### src/rtl/cordic_pre_stage.sv
`timescale 1ns/1ps
// CORDIC pre-processor: angle range reduction, quadrant fold and mode-dependent start
// vector generation in a two-stage valid/ready pipeline ahead of the iteration core.
module cordic_pre_stage #(
  parameter int unsigned W     = 32,
  parameter int unsigned TAG_W = 4
) (
  input  logic             clk,
  input  logic             rst,
  input  logic             in_valid,
  output logic             in_ready,
  input  logic [1:0]       in_mode,
  input  logic [W-1:0]     in_x,
  input  logic [TAG_W-1:0] in_tag,
  output logic             out_valid,
  input  logic             out_ready,
  output logic [W-1:0]     out_x,
  output logic [W-1:0]     out_y,
  output logic [W-1:0]     out_z,
  output logic [1:0]       out_mode,
  output logic [TAG_W-1:0] out_tag,
  output logic [1:0]       out_quad,
  output logic             out_wrap,
  output logic             out_err
);

  // Constants are specified at W=32 and rescaled so the fixed-point format tracks W.
  function automatic logic [W-1:0] scale_const(input logic [31:0] c);
    logic signed [95:0] v;
    int                 sh;
    v  = $signed({64'd0, c});
    sh = int'(W) - 32;
    if (sh >= 0) v = v <<< sh;
    else         v = v >>> (-sh);
    return v[W-1:0];
  endfunction

  // Results of the 2pi correction always fit in W bits, so modulo-2^W arithmetic on the
  // low W bits of TWO_PI gives the same truncated value as the W+1-bit form.
  localparam logic signed [W-1:0] Pi     = scale_const(32'h6487ED51);
  localparam logic signed [W-1:0] NegPi  = -Pi;
  localparam logic signed [W-1:0] Pi2    = scale_const(32'h3243F6A9);
  localparam logic signed [W-1:0] NegPi2 = -Pi2;
  localparam logic        [W-1:0] TwoPi  = scale_const(32'hC90FDAA2);
  localparam logic        [W-1:0] KCirc  = scale_const(32'h13510BD6);
  localparam logic        [W-1:0] NegK   = -KCirc;
  localparam logic        [W-1:0] KHyp   = scale_const(32'h26902DE0);
  localparam logic        [W-1:0] SqOff  = scale_const(32'h20000000);
  localparam logic        [W-1:0] SatMax = {1'b0, {(W-1){1'b1}}};
  localparam logic        [W-1:0] SatMin = {1'b1, {(W-1){1'b0}}};

  function automatic logic [W-1:0] sat(input logic [W:0] v);
    if (v[W] != v[W-1]) return v[W] ? SatMin : SatMax;
    return v[W-1:0];
  endfunction

  // Stage 1 state
  logic             s1_valid_q;
  logic [1:0]       s1_mode_q;
  logic [TAG_W-1:0] s1_tag_q;
  logic [W-1:0]     s1_z_q;
  logic             s1_wrap_q;

  // Stage 2 state (drives the outputs directly)
  logic             s2_valid_q;
  logic [W-1:0]     s2_x_q, s2_y_q, s2_z_q;
  logic [1:0]       s2_mode_q;
  logic [TAG_W-1:0] s2_tag_q;
  logic [1:0]       s2_quad_q;
  logic             s2_wrap_q, s2_err_q;

  logic s2_ready;

  assign s2_ready = !s2_valid_q || out_ready;
  assign in_ready = !s1_valid_q || s2_ready;

  // Stage 1: range reduction for rotation modes only
  logic [W-1:0] z1;
  logic         wrap1;

  always_comb begin
    z1    = in_x;
    wrap1 = 1'b0;
    if (!in_mode[0]) begin
      if ($signed(in_x) > Pi) begin
        z1    = in_x - TwoPi;
        wrap1 = 1'b1;
      end else if ($signed(in_x) < NegPi) begin
        z1    = in_x + TwoPi;
        wrap1 = 1'b1;
      end
    end
  end

  // Stage 2: start vector generation
  logic [W:0]   sum_h, dif_h;
  logic [W-1:0] x2, y2, z2;
  logic [1:0]   quad2;
  logic         err2;

  always_comb begin
    x2    = '0;
    y2    = '0;
    z2    = '0;
    quad2 = 2'b00;
    err2  = 1'b0;
    sum_h = {s1_z_q[W-1], s1_z_q} + {1'b0, SqOff};
    dif_h = {s1_z_q[W-1], s1_z_q} - {1'b0, SqOff};
    unique case (s1_mode_q)
      2'b00: begin
        if ($signed(s1_z_q) > Pi2) begin
          y2    = KCirc;
          z2    = s1_z_q - Pi2;
          quad2 = 2'b01;
        end else if ($signed(s1_z_q) < NegPi2) begin
          y2    = NegK;
          z2    = s1_z_q + Pi2;
          quad2 = 2'b10;
        end else begin
          x2 = KCirc;
          z2 = s1_z_q;
        end
      end
      2'b01: begin
        x2 = SqOff;
        y2 = s1_z_q;
      end
      2'b10: begin
        x2 = KHyp;
        z2 = s1_z_q;
      end
      2'b11: begin
        x2   = sat(sum_h);
        y2   = sat(dif_h);
        err2 = s1_z_q[W-1];
      end
    endcase
  end

  always_ff @(posedge clk) begin
    if (rst) begin
      s1_valid_q <= 1'b0;
      s1_mode_q  <= '0;
      s1_tag_q   <= '0;
      s1_z_q     <= '0;
      s1_wrap_q  <= 1'b0;
      s2_valid_q <= 1'b0;
      s2_x_q     <= '0;
      s2_y_q     <= '0;
      s2_z_q     <= '0;
      s2_mode_q  <= '0;
      s2_tag_q   <= '0;
      s2_quad_q  <= '0;
      s2_wrap_q  <= 1'b0;
      s2_err_q   <= 1'b0;
    end else begin
      if (in_ready) begin
        s1_valid_q <= in_valid;
        if (in_valid) begin
          s1_mode_q <= in_mode;
          s1_tag_q  <= in_tag;
          s1_z_q    <= z1;
          s1_wrap_q <= wrap1;
        end
      end
      if (s2_ready) begin
        s2_valid_q <= s1_valid_q;
        if (s1_valid_q) begin
          s2_x_q    <= x2;
          s2_y_q    <= y2;
          s2_z_q    <= z2;
          s2_mode_q <= s1_mode_q;
          s2_tag_q  <= s1_tag_q;
          s2_quad_q <= quad2;
          s2_wrap_q <= s1_wrap_q;
          s2_err_q  <= err2;
        end
      end
    end
  end

  assign out_valid = s2_valid_q;
  assign out_x     = s2_x_q;
  assign out_y     = s2_y_q;
  assign out_z     = s2_z_q;
  assign out_mode  = s2_mode_q;
  assign out_tag   = s2_tag_q;
  assign out_quad  = s2_quad_q;
  assign out_wrap  = s2_wrap_q;
  assign out_err   = s2_err_q;

endmodule

### config.mk
export PLATFORM = sky130hd
export DESIGN_NAME = cordic_pre_stage
export DESIGN_NICKNAME = d
export VERILOG_FILES = /design/src/rtl/cordic_pre_stage.sv
export SDC_FILE = /design/constraint.sdc
export NUM_CORES = 1
export LEC_CHECK = 0
export ABC_CLOCK_PERIOD_IN_PS = 5400
export CAP_MARGIN = 20
export CORE_MARGIN = 2
export CORE_UTILIZATION = 59
export DETAILED_ROUTE_END_ITERATION = 16
export GPL_ROUTABILITY_DRIVEN = 0
export PLACE_DENSITY = 0.87
export SLEW_MARGIN = 25
export SYNTH_ARGS = -nofsm -noshare
export SYNTH_HDL_FRONTEND = slang
export SYNTH_SLANG_ARGS = --single-unit
### constraint.sdc
create_clock -name clk -period 5.4 [get_ports clk]
set_input_delay 1.08 -clock clk [delete_from_list [all_inputs] [get_ports clk]]
set_output_delay 1.08 -clock clk [all_outputs]
set_load 0.05 [all_outputs]
# == Word level (Yosys, flattened, before mapping) ==
# Cells that the tools add are included.
# totals
ff_bits,147
latch_bits,0
romBits,0
mem_bits_rw,0
mem_count,0
# classes
n_lt_le_gt_ge,4
n_addsub,6
mux,29
shifts,0
n_reduce_logical,7
bitwise,0
n_mul,0
n_div,0
eq_ne,5
# ops
cell,count
2-to-1 mux 32 bit,13
one-hot mux 32 bit (4 select lines),1
one-hot mux 32 bit (3 select lines),1
one-hot mux 32 bit (2 select lines),1
2-to-1 mux 29 bit,2
"adder 32 x 31 -> 33 bit, second input constant",1
"subtractor 32 x 31 -> 33 bit, second input constant",1
"adder 32 x 30 -> 32 bit, second input constant",1
"adder 32 bit, second input constant",1
"> comparator 32 x 31 -> 1 bit, second input constant",1
"> comparator 32 bit, second input constant",1
"less-than comparator 32 x 31 -> 1 bit, second input constant",1
"less-than comparator 32 bit, second input constant",1
"subtractor 32 x 30 -> 32 bit, second input constant",1
"subtractor 32 bit, second input constant",1
2-to-1 mux 1 bit,8
2-to-1 mux 2 bit,3
"== test 2 bit, second input constant",2
AND reduction 2 bit,2
"== test 2 x 1 -> 1 bit, second input constant",1
zero test 1 bit,2
zero test 2 bit,1
logical OR 1 bit,2
!= test 1 bit,2

# == Logic depth before layout (Yosys ltp) ==
# depth
ltp_word,6
depth_mapped,12

# == Worst setup path before layout ==
# Ideal clock, no wire load.
# synth_timing
path_type,in2reg
from,input port in_x[3]
to,register s1_z_q[28]
setup_ns,0.086
stages,9
t_arrival_ns,3.179
setup_slack_ns,2.135
path_cell_list,clkbuf_1 -> or4_1 -> a2111oi_4 -> o21ai_0 -> and2_1 -> o311ai_0 -> nand3_1 -> xor2_1 -> a211oi_1
# synth_via
elab_chain_cells,4
elab_cells_between_ends,7
cone_classes,add/sub (2); order compare (2); mux (3)
# synth_rtl
element,line,rtl
from (decl),13,"input logic [W-1:0] in_x,"
adder 32 bit or less-than comparator 32 bit (tied branches),"89, 88",
2-to-1 mux 32 bit,88,end else if ($signed(in_x) < NegPi) begin
2-to-1 mux 32 bit (*),85,if ($signed(in_x) > Pi) begin
2-to-1 mux 32 bit (*),84,if (!in_mode[0]) begin
to (signal assigned),162,s1_z_q <= z1;
to (decl),61,logic [W-1:0] s1_z_q;
# Every way passes the cells marked *; elsewhere a longest branch is shown, timed or not.
# A chain may end at the register's enable or synchronous reset.

# == Worst setup path after layout ==
# layout_timing
from,input port in_x[9]
to,register s1_z_q[9]
# layout_via
elab_chain_cells,4
elab_cells_between_ends,7
cone_classes,add/sub (2); order compare (2); mux (3)
# layout_rtl
element,line
adder 32 bit or less-than comparator 32 bit (tied branches),"89, 88"
2-to-1 mux 32 bit,88
2-to-1 mux 32 bit,85
2-to-1 mux 32 bit (*),84
# Marks and branches as above.

==> metrics.md <==
| Metric | Value |
|---|---|
| Post-CTS Setup Inserts | `0` |
| Seq/Total Area, Yosys | `32.6%` |
| PortBufs | `between 100 and 150` |
| DRT iter0 DRCs | `1145` |
| WL/cell | `18.9 um` |
| Initial Util | `59.9%` |
| Crit path DAT | `4.18 ns` |
| Commonest cells in the netlist | `nor2_1, dfxtp_1, nand2_1, clkbuf_1, o21ai_0` |
| Full die area | `16300 um2` |
| Total routed wirelength | `28.1 mm` |
| CTS Sinks | `147` |
| Leakage | `3.73 nW` |
| Top cells by area, synth | `dfxtp_1, nor2_1, o21ai_0, a211oi_1, nand2_1` |
| Final nets | `between 1000 and 1500` |
| GRT overflow | `0` |
| DP HPWL | `19.0 mm` |
| Layout Skew | `between 0.006 and 0.007 ns` |
| Distinct cell type count after synthesis | `75` |
| Tcrit/Tclk final | `71.2%` |
| Worst Setup Start Kind | `input pin` |
| Min Tclk post-route | `3.84 ns` |
| Net Count, Synth | `1285` |
| Power density relative to cell area | `between 300 and 400 nW/um2` |
| Row cnt | `45` |
| Clk_lat worst skew | `about 0.42 ns` |
| Max Root-Sink Buffers | `2` |
| Cells after Synth | `1233` |
| Post-CTS Hold Buffers | `0` |
| N_diodes | `0` |
| Cell Area, Placed | `10400 um2` |
| Tot Pwr | `between 3 and 4 mW` |
| Status | `complete, no violations` |
| Fin area | `11000 um2` |
| Most frequent cell after synthesis | `nor2_1` |
| Async S/R FF share, synth | `0%` |
| Number of synthesized register bits | `147` |
| CP Max Fanout | `22` |
| Reg clk slew, reported paths | `0.06 ns` |
| Finished Layout Cells | `1483` |
| Pins over their slew limit | `0` |
| Max rail drop VDD | `251 uV` |
| Largest net degree at the start of global routing | `85` |
| Via/cell ratio | `around 6.7` |
| Setup tns final | `0 ns` |
| Ys Warns | `0` |
| Vias in the first global route | `between 8000 and 9000` |
| R2r endpoint | `out_z[14]` |
| Top-Level Pins | `150` |
| WHS | `0.449 ns` |
| Max H-tree Level | `4` |
| DRT Pass-1 Iters | `6` |
| CTS root buf | `clkbuf_16` |
| Pre-CTS setup slack | `1.21 ns` |
| Die width | `approximately 130 um` |
| Total number of vias | `9905` |
| CTS tree | `done` |
| Layout cell share with drive strength beyond 1 | `5.33%` |
| Core Region | `15100 um2` |
| DR DRC count | `0` |
| Cell Area, Synth | `9040 um2` |
| Final cell utilization of the core | `73.0%` |
| Slew @ Worst Pin | `approximately 1.1 ns` |
| Final Hold Vio Count | `0` |
| Yosys top cell area share | `32.6%` |
| Post-route ant nets | `0` |
| FF-to-FF path depth | `8` |
| First-pass GRT wire length | `44.4 mm` |
| Resized cells post-CTS | `0` |
| CP endpoint kind | `register` |
| Dominant cell type by area after synthesis | `dfxtp_1` |
| Post-synth EDFFs | `0` |
| Max cap viols | `0` |
| Area delta synth->final | `21.9%` |
| RSZ-0062 raised after global routing | `no` |
| Flop2flop setup slack | `1.59 ns` |
| Worst setup endpoint | `s1_z_q[9]` |
| Worst Path Required | `5.73 ns` |
| Top FF cell, synth | `dfxtp_1` |
| Num CTS Buffers | `17` |
| Reg2Reg Launch Point | `s1_z_q[12]` |
| Die Ht | `roughly 130 um` |
| FMAX | `around 260 MHz` |
| Worst setup startpoint | `in_x[9]` |
| Worst hold path class | `register to register` |
| Syn Area/Cell | `7.33 um2` |
| Inst Count DP | `~1500` |
| Worst Slack Setup Final | `1.56 ns` |
| Max_slew headroom | `24.6%` |
| Worst setup path class | `input pin to register` |
| GRT Total Usage | `33.5%` |
| Initial antenna violation count | `1` |
| Setup Viol. Count Final | `0` |
-- layout by cell type (no fill, tap or decap), drive strengths merged, types with 7 or more instances in the layout --
| cell type | synthesis | routed |
|---|---|---|
| inv | 18 | 20 |
| a21oi | 75 | 75 |
| xor2 | 18 | 18 |
| o32ai | 7 | 7 |
| nor2b | 7 | 7 |
| nor3 | 32 | 32 |
| o21a | 8 | 8 |
| nor4 | 15 | 15 |
| xnor2 | 25 | 25 |
| a2111oi | 7 | 7 |
| or3 | 12 | 12 |
| clkdlybuf4s50 | 0 | 148 |
| clkbuf | 108 | 19 |
| a31oi | 13 | 13 |
| a211oi | 65 | 65 |
| nand2b | 10 | 10 |
| o21ai | 108 | 108 |
| o211ai | 28 | 28 |
| mux2i | 7 | 7 |
| nand3 | 21 | 21 |
| a311oi | 33 | 33 |
| and2 | 10 | 10 |
| buf | 24 | 15 |
| ha | 10 | 10 |
| o22ai | 9 | 9 |
| nand4 | 16 | 16 |
| nor2 | 168 | 168 |
| dfxtp | 147 | 147 |
| and3 | 16 | 16 |
| nand2 | 130 | 130 |
-- flip-flops by register name (all words and copies together), names as in the netlist, 2 cells and up --
name / cells
out_tag: 4
s1_tag_q: 4
out_z: 32
s1_z_q: 32
out_x: 32
out_mode: 2
out_quad: 2
out_y: 32
s1_mode_q: 2
-- report_power, final --
group / total (mW) / switching, mW / internal, mW
Clock: 1.30 / 0.478 / 0.820
Sequential: 1.26 / 0.108 / 1.15
Combinational: 0.767 / 0.500 / 0.266
-- critical path, cell delays in order --
cell,delay (ns)
clkdlybuf4s50_1,0.67
nand4b_1,0.35
a2111oi_0,0.46
o21a_1,0.22
o21ai_2,0.18
buf_4,0.25
a21oi_1,0.13
buf_4,0.27
o211ai_1,0.15
xor2_1,0.17
a211oi_1,0.23
-- kinds of logic after synthesis --
group                    count (synthesis)  share of synthesized area (%)
AND/OR/NAND/NOR                        465                           23.9
XOR/XNOR                                43                           4.17
buffers and inverters                  150                           6.49
flip-flops                             147                           32.6
adder cells (fa/ha/maj)                 10                           1.38
AO/OA/AOI/OAI                          410                           30.6
multiplexers                             8                          0.900
-- worst min-delay path by stage --
stage	endpoint	depth (start not counted)	start	slack, ns
final	out_x[0]	2	out_x[0]	0.45
after floorplan	out_tag[0]	2	s1_tag_q[0]	0.43
after detailed placement	out_x[21]	2	out_x[21]	0.45
after global placement	out_z[5]	2	out_z[5]	0.44
after global routing	out_tag[0]	2	s1_tag_q[0]	0.46
after CTS	out_tag[0]	2	s1_tag_q[0]	0.45
-- layer usage --
layer	vias to the layer above	wire (um)	global-route usage, %
li1	4602	-	-
met3	112	3050	5.84
met1	4500	11100	44.5
met5	-	0	0
met4	0	1330	18.3
met2	691	12600	51.8
-- layout make-up --
class	instances	area, um2
sequential	147	2940
fill	1178	4070
timing repair buffer	163	1590
multi-input combinational	936	5540
inverter	18	67.6
tap	188	235
clock inverter	12	204
clock buffer	19	433
No activity file was read; power rests on OpenSTA's default activity.
